File: src/rtl/async_fifo_pkg.sv
// Shared helpers for the async FIFO pointer controllers (write-side full and read-side empty).
// Gray conversions work on a wide vector; callers size-cast to their own pointer width.
package async_fifo_pkg;

    localparam int FIFO_PTR_WIDTH = 4;
    localparam int GRAY_MAX_W     = 32;

    typedef logic [FIFO_PTR_WIDTH:0] ptr_t;

    function automatic logic [GRAY_MAX_W-1:0] bin2gray(input logic [GRAY_MAX_W-1:0] bin);
        return bin ^ (bin >> 1);
    endfunction

    // Each binary bit is the XOR of all Gray bits at or above it.
    function automatic logic [GRAY_MAX_W-1:0] gray2bin(input logic [GRAY_MAX_W-1:0] gray);
        logic [GRAY_MAX_W-1:0] bin;
        bin[GRAY_MAX_W-1] = gray[GRAY_MAX_W-1];
        for (int i = GRAY_MAX_W - 2; i >= 0; i--) begin
            bin[i] = bin[i+1] ^ gray[i];
        end
        return bin;
    endfunction

endpackage

File: src/rtl/wptr_full_ctrl.sv
// Write-domain pointer and flag controller for the async FIFO: advances the write pointer,
// publishes it in Gray code and derives full/almost_full/level/overflow from the synced read pointer.
module wptr_full_ctrl
    import async_fifo_pkg::*;
#(
    parameter int PTR_WIDTH = FIFO_PTR_WIDTH,
    parameter int AF_MARGIN = 2
) (
    input  logic                 clk,
    input  logic                 rstn,
    input  logic                 w_en,
    input  logic [PTR_WIDTH:0]   rptr_gray_sync,
    input  logic                 ovf_clr,
    output logic                 wr_accept,
    output logic [PTR_WIDTH-1:0] waddr,
    output logic [PTR_WIDTH:0]   wptr_bin,
    output logic [PTR_WIDTH:0]   wptr_gray,
    output logic                 full,
    output logic                 almost_full,
    output logic [PTR_WIDTH:0]   wr_level,
    output logic                 overflow
);

    localparam int PW = PTR_WIDTH + 1;
    localparam logic [PW-1:0] AF_THRESH = PW'((2 ** PTR_WIDTH) - AF_MARGIN);

    logic [PW-1:0] wbin_next;
    logic [PW-1:0] wgray_next;
    logic [PW-1:0] rbin;
    logic [PW-1:0] full_gray;
    logic [PW-1:0] level_next;

    // Acceptance looks only at the registered full flag, keeping rptr_gray_sync off any output path.
    assign wr_accept  = w_en & ~full & rstn;
    assign waddr      = wptr_bin[PTR_WIDTH-1:0];

    assign wbin_next  = wptr_bin + PW'(wr_accept);
    assign wgray_next = PW'(bin2gray(GRAY_MAX_W'(wbin_next)));
    assign rbin       = PW'(gray2bin(GRAY_MAX_W'(rptr_gray_sync)));
    assign level_next = wbin_next - rbin;

    // Full in Gray space: read pointer one lap behind shows up as the top two bits inverted.
    assign full_gray  = {~rptr_gray_sync[PW-1:PW-2], rptr_gray_sync[PW-3:0]};

    always_ff @(posedge clk or negedge rstn) begin
        if (!rstn) begin
            wptr_bin    <= '0;
            wptr_gray   <= '0;
            full        <= 1'b0;
            almost_full <= 1'b0;
            wr_level    <= '0;
            overflow    <= 1'b0;
        end else begin
            wptr_bin    <= wbin_next;
            wptr_gray   <= wgray_next;
            full        <= (wgray_next == full_gray);
            almost_full <= (level_next >= AF_THRESH);
            wr_level    <= level_next;
            overflow    <= (w_en & full) | (overflow & ~ovf_clr);
        end
    end

endmodule
File: config.mk
export PLATFORM = sky130hd
export DESIGN_NAME = wptr_full_ctrl
export DESIGN_NICKNAME = d
export VERILOG_FILES = /design/src/rtl/async_fifo_pkg.sv /design/src/rtl/wptr_full_ctrl.sv
export SDC_FILE = /design/constraint.sdc
export NUM_CORES = 1
export LEC_CHECK = 0
export CAP_MARGIN = 20
export CELL_PAD_IN_SITES_DETAIL_PLACEMENT = 1
export CELL_PAD_IN_SITES_GLOBAL_PLACEMENT = 1
export CORE_ASPECT_RATIO = 0.7
export CORE_MARGIN = 2
export CORE_UTILIZATION = 31
export CTS_BUF_LIST = sky130_fd_sc_hd__clkbuf_8 sky130_fd_sc_hd__clkbuf_16
export DETAILED_ROUTE_END_ITERATION = 8
export PLACE_DENSITY_LB_ADDON = 0.1
export SYNTH_ARGS = -nofsm -noshare
export SYNTH_HDL_FRONTEND = slang
export SYNTH_SLANG_ARGS = --single-unit
File: constraint.sdc
create_clock -name clk -period 2.3 [get_ports clk]
set_clock_uncertainty 0.1 [all_clocks]
set_input_delay 0.69 -clock clk [delete_from_list [all_inputs] [get_ports clk]]
set_output_delay 0.69 -clock clk [all_outputs]
set_load 0.02 [all_outputs]
==> flow_summary.toml, run 1 <==
[logic_synthesis]
synth_area_um2 = 1000
postSynthAreaPerCell_um2 = 11.1
postSynthNetCount = 107
synth.yosys.seq_area_share_pct = 42.5
synth_largest_type_area_fraction_pct = 42.5
yosysWarnings = 0
number_of_flops_mapped_to_enable_cells_by_yosys = 0
post_synth_inst_count = 90
synth_async_sr_flop_share_pct = 100
synth_cell_types = 25
synth.largest_area_cell = "sky130_fd_sc_hd__dfrtp_1"
synth_seq_cells = 17
ys.flop_type = "sky130_fd_sc_hd__dfrtp_1"
yosys-top-cells-count = "17 x sky130_fd_sc_hd__dfrtp_1, 9 x sky130_fd_sc_hd__xnor2_1, 8 x sky130_fd_sc_hd__inv_1"
synth.most_common_cell = "sky130_fd_sc_hd__dfrtp_1"
synth.top_cells.by_area = "sky130_fd_sc_hd__dfrtp_1 43%, sky130_fd_sc_hd__ha_1 8.8%, sky130_fd_sc_hd__xnor2_1 7.9%"

[clock_tree]
cts.path.max_buffers = 2
clk_pin_slew_worst_paths_ns = 0.07
clock_tree.htree_level_count = 1
cts-hold-fix-buffers = 0
tritoncts_clock_tree = "built"
cts_buffers = 3
tritoncts_num_sinks = 17
cts-root-buf = "sky130_fd_sc_hd__clkbuf_8"
clk_lat_worst_skew_ns = 0.25

[floorplan]
chipHeight_um = 51.5
initial_core_util_pct = 32.2
core_region_area_um2 = 3110
io_pins = 32
row_count = 17
die_outline_area_um2 = 3710
fp.dieW_um = 71.9

[worst_setup_path]
crit-reg2reg-capture = "almost_full$_DFF_PN0_"
critPathKind = "input port to register"
crit_arrival_ns = 2.57
crit_path_end = "almost_full$_DFF_PN0_"
setup.worst_path.start = "rptr_gray_sync[3]"
worst-path-max-fanout = 2
critPathRequiredTime_ns = 2.35
reg2reg_setup_slack_ns = 0.01
startpoint_type = "input port"
reg2regPathDepth = 8
crit-reg2reg-launch = "full$_DFF_PN0_"
endpoint_kind = "register"

[sta]
slew_headroom_pct = 74.4
setup_ws_ns = -0.217
timing.final.setup_violations = 7
max_freq_ghz = 0.397
period_share_pct = 109
maxSlewViolCount = 0
post-route-min-period_ns = 2.52
final_hold_viol_count = 0
grt_setup_unrepaired = "yes"
worst_slew_pin_slew_ns = 0.380

[flow_run]
cap_viol_max_count = 0

[drt]
viasPerCell = 4.47
drt_first_pass_iters = 3
route.final.wire_length_um = 2840
detailroute.via_count = 827
drt_drc_violations_left = 0
avgRoutedWirePerCell_um = 15.4
antenna_violating_nets_post_route = 0
initialDrtViolationCount = 11

[global_routing]
track_usage_pct = 16.7
grt_pass1_vias = 895
globalRoute.totalOverflow = 0
grt_start_max_net_pins = 18
grt_first_pass_wirelength_um = 4490
grt_antenna_before_repair = 0

[cells_and_area]
layout-drive-gt1-share_pct = 44.2
synthToLayoutAreaGrowth_pct = 77.9
sequential_standard_cell_area_um2 = 428
layout.core_utilization_pct = 57.3
multi_input_area_um2 = 682
finish.net_count = 165
num_antenna_cells = 0
fillerInstances = 330
post-route-cell-area_um2 = 1780

[hold_path]
timing.hold.worst.class = "input port to asynchronous set/reset pin"

[run_status]
failed_checks = "setup timing"
outcome = "finished with violations"

[pwr]
power.total_mw = 2.84
vdd_ir_drop_max_uv = 652
power-per-cell-area_nw_per_um2 = 1600
power.leakage_nw = 0.803

[placed_design]
pre_cts_ws_ns = -1.04
detailed_place_hpwl_um = 2040
io_buffer_count = 31
place_congestion = 0.766
post_place_cell_area_um2 = 1570
## through the flow
stage | instances | setup TNS, ns | hold WS (ns)
after global routing | 185 | -1.14 | 0.302
final | 185 | -0.522 | 0.303
after CTS | 183 | -0.764 | 0.304
after detailed placement | 173 | -7.73 | 0.439
after global placement | 173 | -7.33 | 0.421
after floorplan | 90 | -0.863 | 0.294
## area by class of cell
type | instances | area share (%)
Clock buffer | 3 | 2.32
Clock inverter | 1 | 0.281
Inverter | 8 | 1.69
Multi-Input combinational cell | 58 | 38.3
Sequential cell | 17 | 24.0
Tap cell | 38 | 2.67
Timing Repair Buffer | 60 | 30.7
## report_power, final
part	switching (mW)	leakage [nW]	total (mW)	internal, mW
registers	0.162	0.203	0.620	0.459
clock network	0.105	0.0255	0.225	0.120
logic	0.885	0.574	2.00	1.11
total	1.15	0.803	2.84	1.69
## worst max-delay path: stages
cell,delay [ns]
sky130_fd_sc_hd__buf_8,0.10
sky130_fd_sc_hd__xnor2_4,0.19
sky130_fd_sc_hd__xor2_2,0.18
sky130_fd_sc_hd__xor2_1,0.23
sky130_fd_sc_hd__xnor2_1,0.11
sky130_fd_sc_hd__ha_2,0.20
sky130_fd_sc_hd__fa_2,0.38
sky130_fd_sc_hd__xnor2_2,0.18
sky130_fd_sc_hd__nand2_1,0.07
sky130_fd_sc_hd__o311ai_1,0.23
## metal layers
metal | track usage (%) | share of wire, %
met2 | 28.5 | 48
met1 | 21.6 | 47
met5 | 0 | 0
met4 | 2.83 | 0.49
met3 | 4.65 | 4.0
## kinds of logic after synthesis
logic type | after synthesis | share of synthesized area, %
xor+xnor | 20 | 22.6
simple gates | 20 | 9.75
flops | 17 | 42.5
buf+inv | 15 | 7.75
compound gates | 10 | 6.62
fa+ha+maj | 8 | 10.7
## flip-flops by register name, indices dropped and copies added (netlist names)
signal / flops
wr_level: 5
almost_full: 1
full: 1
overflow: 1
wptr_gray: 4
wptr_bin: 5
## repair_timing
item | 4_1_cts | 5_1_grt
buffers inserted | 6 | 2
gates cloned | 0 | 0
resized for setup | 41 | 11
pin swaps | 12 | 12
endpoints found under the setup margin | 14 | 10
## worst min path at each step
stage / endpoint / slack [ns] / cells after the start
global route: wr_level[2]$_DFF_PN0_ / 0.30 / 2
detailed placement: overflow$_DFF_PN0_ / 0.44 / 2
global placement: overflow$_DFF_PN0_ / 0.42 / 2
finish: wr_level[2]$_DFF_PN0_ / 0.30 / 2
floorplan: almost_full$_DFF_PN0_ / 0.29 / 0
CTS: almost_full$_DFF_PN0_ / 0.30 / 2
## cell usage in the layout, fill, tap and decap left out, types with 2 or more instances in the layout
| cell | Yosys | layout |
|---|---|---|
| sky130_fd_sc_hd__nand2_1 | 7 | 6 |
| sky130_fd_sc_hd__xor2_1 | 7 | 5 |
| sky130_fd_sc_hd__inv_1 | 8 | 7 |
| sky130_fd_sc_hd__nand3_1 | 3 | 3 |
| sky130_fd_sc_hd__o21ai_2 | 0 | 2 |
| sky130_fd_sc_hd__buf_6 | 0 | 4 |
| sky130_fd_sc_hd__clkdlybuf4s50_1 | 0 | 24 |
| sky130_fd_sc_hd__buf_8 | 0 | 2 |
| sky130_fd_sc_hd__clkbuf_8 | 0 | 3 |
| sky130_fd_sc_hd__buf_4 | 5 | 27 |
| sky130_fd_sc_hd__dfrtp_1 | 17 | 15 |
| sky130_fd_sc_hd__ha_4 | 0 | 4 |
| sky130_fd_sc_hd__nor3_1 | 2 | 2 |
| sky130_fd_sc_hd__xnor2_1 | 9 | 5 |
| sky130_fd_sc_hd__xnor2_2 | 1 | 3 |
| sky130_fd_sc_hd__dlygate4sd2_1 | 0 | 2 |
| sky130_fd_sc_hd__dfrtp_2 | 0 | 2 |
| sky130_fd_sc_hd__a21boi_0 | 3 | 2 |
| sky130_fd_sc_hd__xnor2_4 | 0 | 2 |
| sky130_fd_sc_hd__ha_1 | 7 | 2 |
Note: power is estimated with default switching activity, not from simulation.
==> run 2, diff against run 1 <==
ABC_CLOCK_PERIOD_IN_PS = 2300   (was unset)
CAP_MARGIN = unset   (was 20)
==> results of run 2 <==
The final DEF is identical to that of run 1; final timing and power are the same.
